`config.mk`:
```
export PLATFORM = sky130hd
export DESIGN_NAME = fetch_instruction
export DESIGN_NICKNAME = d
export VERILOG_FILES = /design/src/rtl/fetch_instruction.sv
export SDC_FILE = /design/constraint.sdc
export NUM_CORES = 1
export LEC_CHECK = 0
export ABC_AREA = 0
export CAP_MARGIN = 25
export CORE_MARGIN = 1.5
export CORE_UTILIZATION = 49
export CTS_CLUSTER_SIZE = 8
export DETAILED_ROUTE_END_ITERATION = 8
export PLACE_DENSITY = 0.81
export SLEW_MARGIN = 20
export SYNTH_ARGS = -nofsm -noshare
export SYNTH_HDL_FRONTEND = slang
export SYNTH_SLANG_ARGS = --single-unit
```
`constraint.sdc`:
```
create_clock -name clk -period 3.3 [get_ports clk]
set_input_delay 0.66 -clock clk [delete_from_list [all_inputs] [get_ports clk]]
set_output_delay 0.66 -clock clk [all_outputs]
set_load 0.05 [all_outputs]
```
`src/rtl/fetch_instruction.sv`:
```
// Instruction fetch stage for the 16-bit WISC datapath: PC register, one-outstanding imem fetch,
// registered decode buffer, redirect/halt handling. Optional macro: FETCH_ALIGN_CHK_EN.
module fetch_instruction #(
    parameter logic [15:0] RESET_PC  = 16'h0000,
    parameter logic [15:0] NOP_INSTR = 16'h0800
) (
    input  logic        clk,
    input  logic        rst_n,
    input  logic        redirect_valid,
    input  logic [15:0] redirect_pc,
    input  logic        halt,
    output logic        imem_req_valid,
    input  logic        imem_req_ready,
    output logic [15:0] imem_addr,
    input  logic        imem_rsp_valid,
    input  logic [15:0] imem_rsp_data,
    output logic        if_valid,
    input  logic        id_ready,
    output logic [15:0] if_instr,
    output logic [15:0] if_pc,
    output logic [15:0] if_next_pc,
    output logic        halted,
    output logic        err
);

    localparam int unsigned XLEN = 16;
    localparam logic [1:0] ST_FETCH  = 2'd0;
    localparam logic [1:0] ST_WAIT   = 2'd1;
    localparam logic [1:0] ST_HALTED = 2'd2;
    localparam logic [XLEN-1:0] PC_STEP = XLEN'(2);
`ifdef FETCH_ALIGN_CHK_EN
    localparam logic [XLEN-1:0] PC_MASK = '1;
`else
    localparam logic [XLEN-1:0] PC_MASK = ~XLEN'(1);
`endif

    logic [1:0]      state_q, state_d;
    logic [XLEN-1:0] pc_q, pc_d;
    logic            squash_q, squash_d;
    logic            halt_pend_q, halt_pend_d;
    logic            if_valid_q, if_valid_d;
    logic [XLEN-1:0] instr_q, instr_d;
    logic [XLEN-1:0] if_pc_q, if_pc_d;
    logic [XLEN-1:0] if_npc_q, if_npc_d;
    logic            req_fire_c;
    logic            misalign_c;

`ifdef FETCH_ALIGN_CHK_EN
    logic err_q, err_d;
    assign misalign_c = pc_q[0];
    assign err        = err_q;
`else
    assign misalign_c = 1'b0;
    assign err        = 1'b0;
`endif

    // Issue only when the buffer will be empty by the time the word returns
    assign imem_req_valid = rst_n && (state_q == ST_FETCH) && !misalign_c && (!if_valid_q || id_ready);
    assign imem_addr      = pc_q;
    assign req_fire_c     = imem_req_valid && imem_req_ready;

    assign if_valid   = if_valid_q;
    assign if_instr   = instr_q;
    assign if_pc      = if_pc_q;
    assign if_next_pc = if_npc_q;
    assign halted     = (state_q == ST_HALTED);

    always_comb begin
        state_d     = state_q;
        pc_d        = pc_q;
        squash_d    = squash_q;
        halt_pend_d = halt_pend_q;
        if_valid_d  = if_valid_q && !id_ready;
        instr_d     = instr_q;
        if_pc_d     = if_pc_q;
        if_npc_d    = if_npc_q;
`ifdef FETCH_ALIGN_CHK_EN
        err_d       = err_q;
`endif

        case (state_q)
            ST_FETCH: begin
                if (misalign_c) begin
`ifdef FETCH_ALIGN_CHK_EN
                    err_d   = 1'b1;
`endif
                    state_d = ST_HALTED;
                end else if (req_fire_c) begin
                    state_d = ST_WAIT;
                end
            end
            ST_WAIT: begin
                if (imem_rsp_valid) begin
                    squash_d = 1'b0;
                    state_d  = halt_pend_q ? ST_HALTED : ST_FETCH;
                    if (!squash_q) begin
                        if_valid_d = 1'b1;
                        instr_d    = imem_rsp_data;
                        if_pc_d    = pc_q;
                        if_npc_d   = pc_q + PC_STEP;
                        pc_d       = pc_q + PC_STEP;
                    end
                end
            end
            default: ;
        endcase

        // Redirect beats halt; both flush the buffer and kill any word still in flight
        if (state_q != ST_HALTED) begin
            if (redirect_valid) begin
                pc_d       = redirect_pc & PC_MASK;
                if_valid_d = 1'b0;
                if ((state_q == ST_FETCH && req_fire_c) || (state_q == ST_WAIT && !imem_rsp_valid)) begin
                    squash_d = 1'b1;
                end
            end else if (halt) begin
                if_valid_d  = 1'b0;
                halt_pend_d = 1'b1;
                if (state_q == ST_FETCH) begin
                    if (req_fire_c) begin
                        state_d  = ST_WAIT;
                        squash_d = 1'b1;
                    end else begin
                        state_d  = ST_HALTED;
                    end
                end else if (state_q == ST_WAIT) begin
                    if (imem_rsp_valid) begin
                        state_d  = ST_HALTED;
                        squash_d = 1'b0;
                    end else begin
                        squash_d = 1'b1;
                    end
                end
            end
        end

        if (!if_valid_d) begin
            instr_d = NOP_INSTR;
        end
    end

    always_ff @(posedge clk or negedge rst_n) begin
        if (!rst_n) begin
            state_q     <= ST_FETCH;
            pc_q        <= RESET_PC & PC_MASK;
            squash_q    <= 1'b0;
            halt_pend_q <= 1'b0;
            if_valid_q  <= 1'b0;
            instr_q     <= NOP_INSTR;
            if_pc_q     <= '0;
            if_npc_q    <= '0;
`ifdef FETCH_ALIGN_CHK_EN
            err_q       <= 1'b0;
`endif
        end else begin
            state_q     <= state_d;
            pc_q        <= pc_d;
            squash_q    <= squash_d;
            halt_pend_q <= halt_pend_d;
            if_valid_q  <= if_valid_d;
            instr_q     <= instr_d;
            if_pc_q     <= if_pc_d;
            if_npc_q    <= if_npc_d;
`ifdef FETCH_ALIGN_CHK_EN
            err_q       <= err_d;
`endif
        end
    end

endmodule

```
== Word-level counts from Yosys, hierarchy flattened ==
Cells that the tools add are included.

* Add/sub/neg operators: 1
* Eq/ne operators: 6
* Multiplexer cells: 36
* Bitwise logic cells: 2
* Reduce and logical (&&, ||, !) cells: 15

{| class="wikitable"
|+ Operators by type and width
! kind !! number
|-
| $mux 16 || 9
|-
| $mux 2 || 10
|-
| $add 16x2->16 const B || 1
|-
| $mux 1 || 16
|-
| $reduce_and 3->1 || 3
|-
| $logic_and 1x1->1 || 6
|-
| $ne 2x2->1 const B || 3
|-
| $pmux 2 s2 || 1
|-
| $logic_not 1->1 || 3
|-
| $eq 2x1->1 const B || 1
|-
| $eq 2x2->1 const B || 1
|-
| $logic_not 2->1 || 1
|-
| $logic_or 1x1->1 || 2
|-
| $ne 2x1->1 const B || 1
|-
| $not 1->1 || 2
|}

* Bits in registers: 69
* Output and inout port bits: 68
* Logic and storage cells: 68

== Depth between registers and ports, before layout ==
* Depth after elaboration: 12
* Gate-level depth with buffers: 9

== Worst setup path after synthesis ==
No wires, ideal clock.

* Path kind: reg2reg
* Start: register pc_q[1], in the netlist imem_addr[1]
* End: register pc_q[15], in the netlist imem_addr[15]
* Data arrival time: 2.115 ns
* Setup slack: 1.104 ns
* Stages on the path, launching flop included: 6
* Period minus slack after synthesis: 2.196 ns
* Cell sequence: dfrtp_1 > ha_1 > nand3_1 > or4_4 > or3_1 > a31oi_1

* Cells in the longest elaborated chain, start to end: 6

{| class="wikitable"
|+ RTL lines
! item !! RTL line !! RTL
|-
| from (decl) || 38 || <nowiki>logic [XLEN-1:0] pc_q, pc_d;</nowiki>
|-
| from (signal assigned) || 145 || <nowiki>pc_q <= RESET_PC & PC_MASK;</nowiki>
|-
| from (signal assigned) || 157 || <nowiki>pc_q <= pc_d;</nowiki>
|-
| $add 16x2->16 * || 101 || <nowiki>pc_d = pc_q + PC_STEP;</nowiki>
|-
| $mux 16 * || 96 || <nowiki>if (!squash_q) begin</nowiki>
|-
| $mux 16 * || 93 || <nowiki>if (imem_rsp_valid) begin</nowiki>
|-
| $mux 16 * || 81 || <nowiki>case (state_q)</nowiki>
|-
| $mux 16 || 110 || <nowiki>if (redirect_valid) begin</nowiki>
|-
| $mux 16 * || 109 || <nowiki>if (state_q != ST_HALTED) begin</nowiki>
|-
| via pc_d[15] || 38 ||
|}

The timed path passes the listed nets; every way through them passes the cells marked *.
A chain may end at the register's enable or synchronous reset.

== Worst setup path after layout ==
* Start: register state_q[1]
* End: output port imem_req_valid

* Cells in the longest elaborated chain, start to end: 3

{| class="wikitable"
|+ RTL lines
! item !! RTL line !! RTL
|-
| from (decl) || 37 || <nowiki>logic [1:0] state_q, state_d;</nowiki>
|-
| from (signal assigned) || 156 || <nowiki>state_q <= state_d;</nowiki>
|-
| $logic_not 2->1 || 58 || <nowiki>assign imem_req_valid = rst_n && (state_q == ST_FETCH) && !misalign_c && (!if_valid_q || id_ready);</nowiki>
|-
| $logic_and 1x1->1 (2 in series) || 58 ||
|-
| to (decl) || 12 || <nowiki>output logic imem_req_valid,</nowiki>
|}

Every way passes these cells.

==> out/results.ini <==
[status]
outcome = complete, no violations

[detailed_routing]
firstDrtPassIters = 4
routed_via_density = 5.50
routedWlPerCell_um = 15.5
antenna_left = 0
via_count = 2770
routed_wl_um = 7800
drt_iter0_drc = 243
route.detailed.drc = 0

[clock_tree]
ctsHoldBuffers = 0
post_cts_buffers = 0
ctsResizeCount = 0
clkLatencyLatePin_ns = 0.33
cts_tree = built
cts_sinks = 66
htreeDepth = 3
path_clk_slew_ns = 0.07
cts_made_buffers = 9
clk_path_buf_depth = 2
root_buffer = clkbuf_8

[synthesis]
synthSimpleGateAreaFrac_pct = 20.8
synth_area_um2 = 3130
synthMuxAreaShare_pct = 0
yosysUniqueCellTypes = 42
synth_compound_area_share_pct = 13.2
synth_ff_type = dfrtp_1
synth_top_family_by_area = simple AND/OR/NAND/NOR gates
synthXorXnorAreaFrac_pct = 6.45
ys_ff_latch = 66
post-synth-top-area-cell = dfrtp_1
yosysSeqAreaShare_pct = 52.9
synth_async_sr_flop_share_pct = 100
yosys-top-cells-area = dfrtp_1, nand2_1, xnor2_1
yosys_warnings = 0
synthAdderAreaFrac_pct = 1.60
synth-edff-count = 0
netlist_instances = 332
synth.avg_cell_area_um2 = 9.41
synth_top_area_share_pct = 52.0

[min_path]
hold_path.class = flip-flop to flip-flop

[sta]
setup_violations = 0
hold_violations = 0
fin_crit_ns = 3.01
skew_ns = 0.00749
worst_pin_slew_ns = 0.993
rsz0062_at_grt = false
slew_violations = 0
fin_crit_sh_pct = 91.1
max_clock_freq_mhz = 332
tns_ns = 0
slew-limit-headroom_pct = 33.5
hold_ws_ns = 0.463

[pwr]
pwr_density_cell_nw_per_um2 = 401
p_total_uw = 1750
power.leakage_uw = 0.00188
ir_drop_mv = 0.286

[global_route]
antenna_found_initial = 0
grt_pass1_wl_um = 12800
met2_usage_pct = 36.4
gr-usage-met3_pct = 7.26
grt_max_degree = 68
grt-ovfl-total = 0
grt_pass1_vias = 2642
grt_usage_pct = 23.0
grt_busiest_layer = met2
grt_use_met1_pct = 29.6

[die]
row_count = 28
die_h_um = 82.9
ios = 107
coreArea_um2 = 6030
die_w_um = 82.9
start_util_pct = 51.9
die-area_um2 = 6870

[placement]
dpl_cell_area_um2 = 4150
gp_congestion = 0.753
port_buffers = 101
dp_hpwl_um = 5420

[final_layout]
fin_nets = 467
mostFrequentLayoutCells = clkdlybuf4s50_1, nand2_1, dfrtp_1
utilization_pct = 72.5
areaGrowthSynthToFinish_pct = 39.7
drive_gt1_share_pct = 6.76
final_cell_area_um2 = 4370
layout_commonest_cell = clkdlybuf4s50_1
antennaDiodeCount = 0

[setup_path]
critical_path_required_ns = 2.64
crit_fanout = 10
crit_type = flip-flop to primary output
timing.critical_path.from_type = flip-flop
worstPathArrival_ns = 2.35
crit_path_end_kind = primary output

[job]
drv_cap = 0

-- layer usage --
metal,vias to the layer above,share of wire (%)
met1,1326,43
met4,0,1.6
met3,16,7.1
met5,-,0
li1,1299,-
met2,129,48
-- logic make-up (layout without fill, tap and decap cells) --
| group | Yosys count | in the layout |
|---|---|---|
| simple gates | 141 | 141 |
| flops | 66 | 66 |
| compound gates | 64 | 64 |
| buf+inv | 33 | 127 |
| xor+xnor | 23 | 23 |
| fa+ha+maj | 4 | 4 |
| other cells | 1 | 4 |
-- through the flow --
stage                     setup WS (ns)  instances
after floorplan                    1.10        335
after global placement            0.329        488
after detailed placement          0.226        488
after CTS                         0.325        504
after global routing              0.209        504
final                             0.292        504
-- state kept, by name, indices dropped and copies added, names as in the netlist --
name and flops:
halt_pend_q 1, if_instr 16, if_next_pc 15, if_pc 15
if_valid 1, imem_addr 15, squash_q 1, state_q 2
-- worst max-delay path, stage by stage (launching register included) --
cell	delay (ns)
dfrtp_1	0.44
inv_1	0.14
ha_1	0.36
and3_1	0.24
clkdlybuf4s50_1	0.83
-- Yosys cell counts, types with 4 or more instances --
cell       n
nand2b_1   4
clkbuf_1  15
a22o_1    16
nand2_1   84
nor2_1    16
inv_1      4
dfrtp_1   65
xnor2_1   19
nand3_1    6
xor2_1     4
o21ai_1    9
buf_4      6
nor4_1     4
a21oi_1    6
nand4_1    5
o21ai_0   21
buf_2      6
ha_1       4
nor3_1     8
-- path summary, 6_finish.rpt --
path | start | endpoint | slack [ns] | cells past startpoint
hold reg to reg | halt_pend_q | halt_pend_q | 0.46 | 1
setup / recovery | state_q[1] | imem_req_valid | 0.29 | 4
min in group asynchronous | rst_n | if_next_pc[3] | 0.56 | 2
hold / removal | halt_pend_q | halt_pend_q | 0.46 | 1
max in group asynchronous | rst_n | imem_addr[11] | 2.20 | 2
setup reg to reg | state_q[1] | if_instr[0] | 0.57 | 6
-- cell type report --
type	instances	area [µm²]
clock inverters	5	77.6
repair buffers	107	1050
well taps	75	93.8
clock buffers	11	141
multi-input cells	236	1340
flip-flops and latches	66	1650
fillers	464	1660
inverters	4	15.0
-- report_power, final --
part | leakage [µW] | total [µW] | switching (µW) | internal, µW
clock | 0.000109 | 747 | 303 | 444
combinational | 0.000873 | 162 | 88.9 | 73.0
sequential | 0.000894 | 844 | 24.5 | 820
Note: power is estimated with default switching activity, not from simulation.
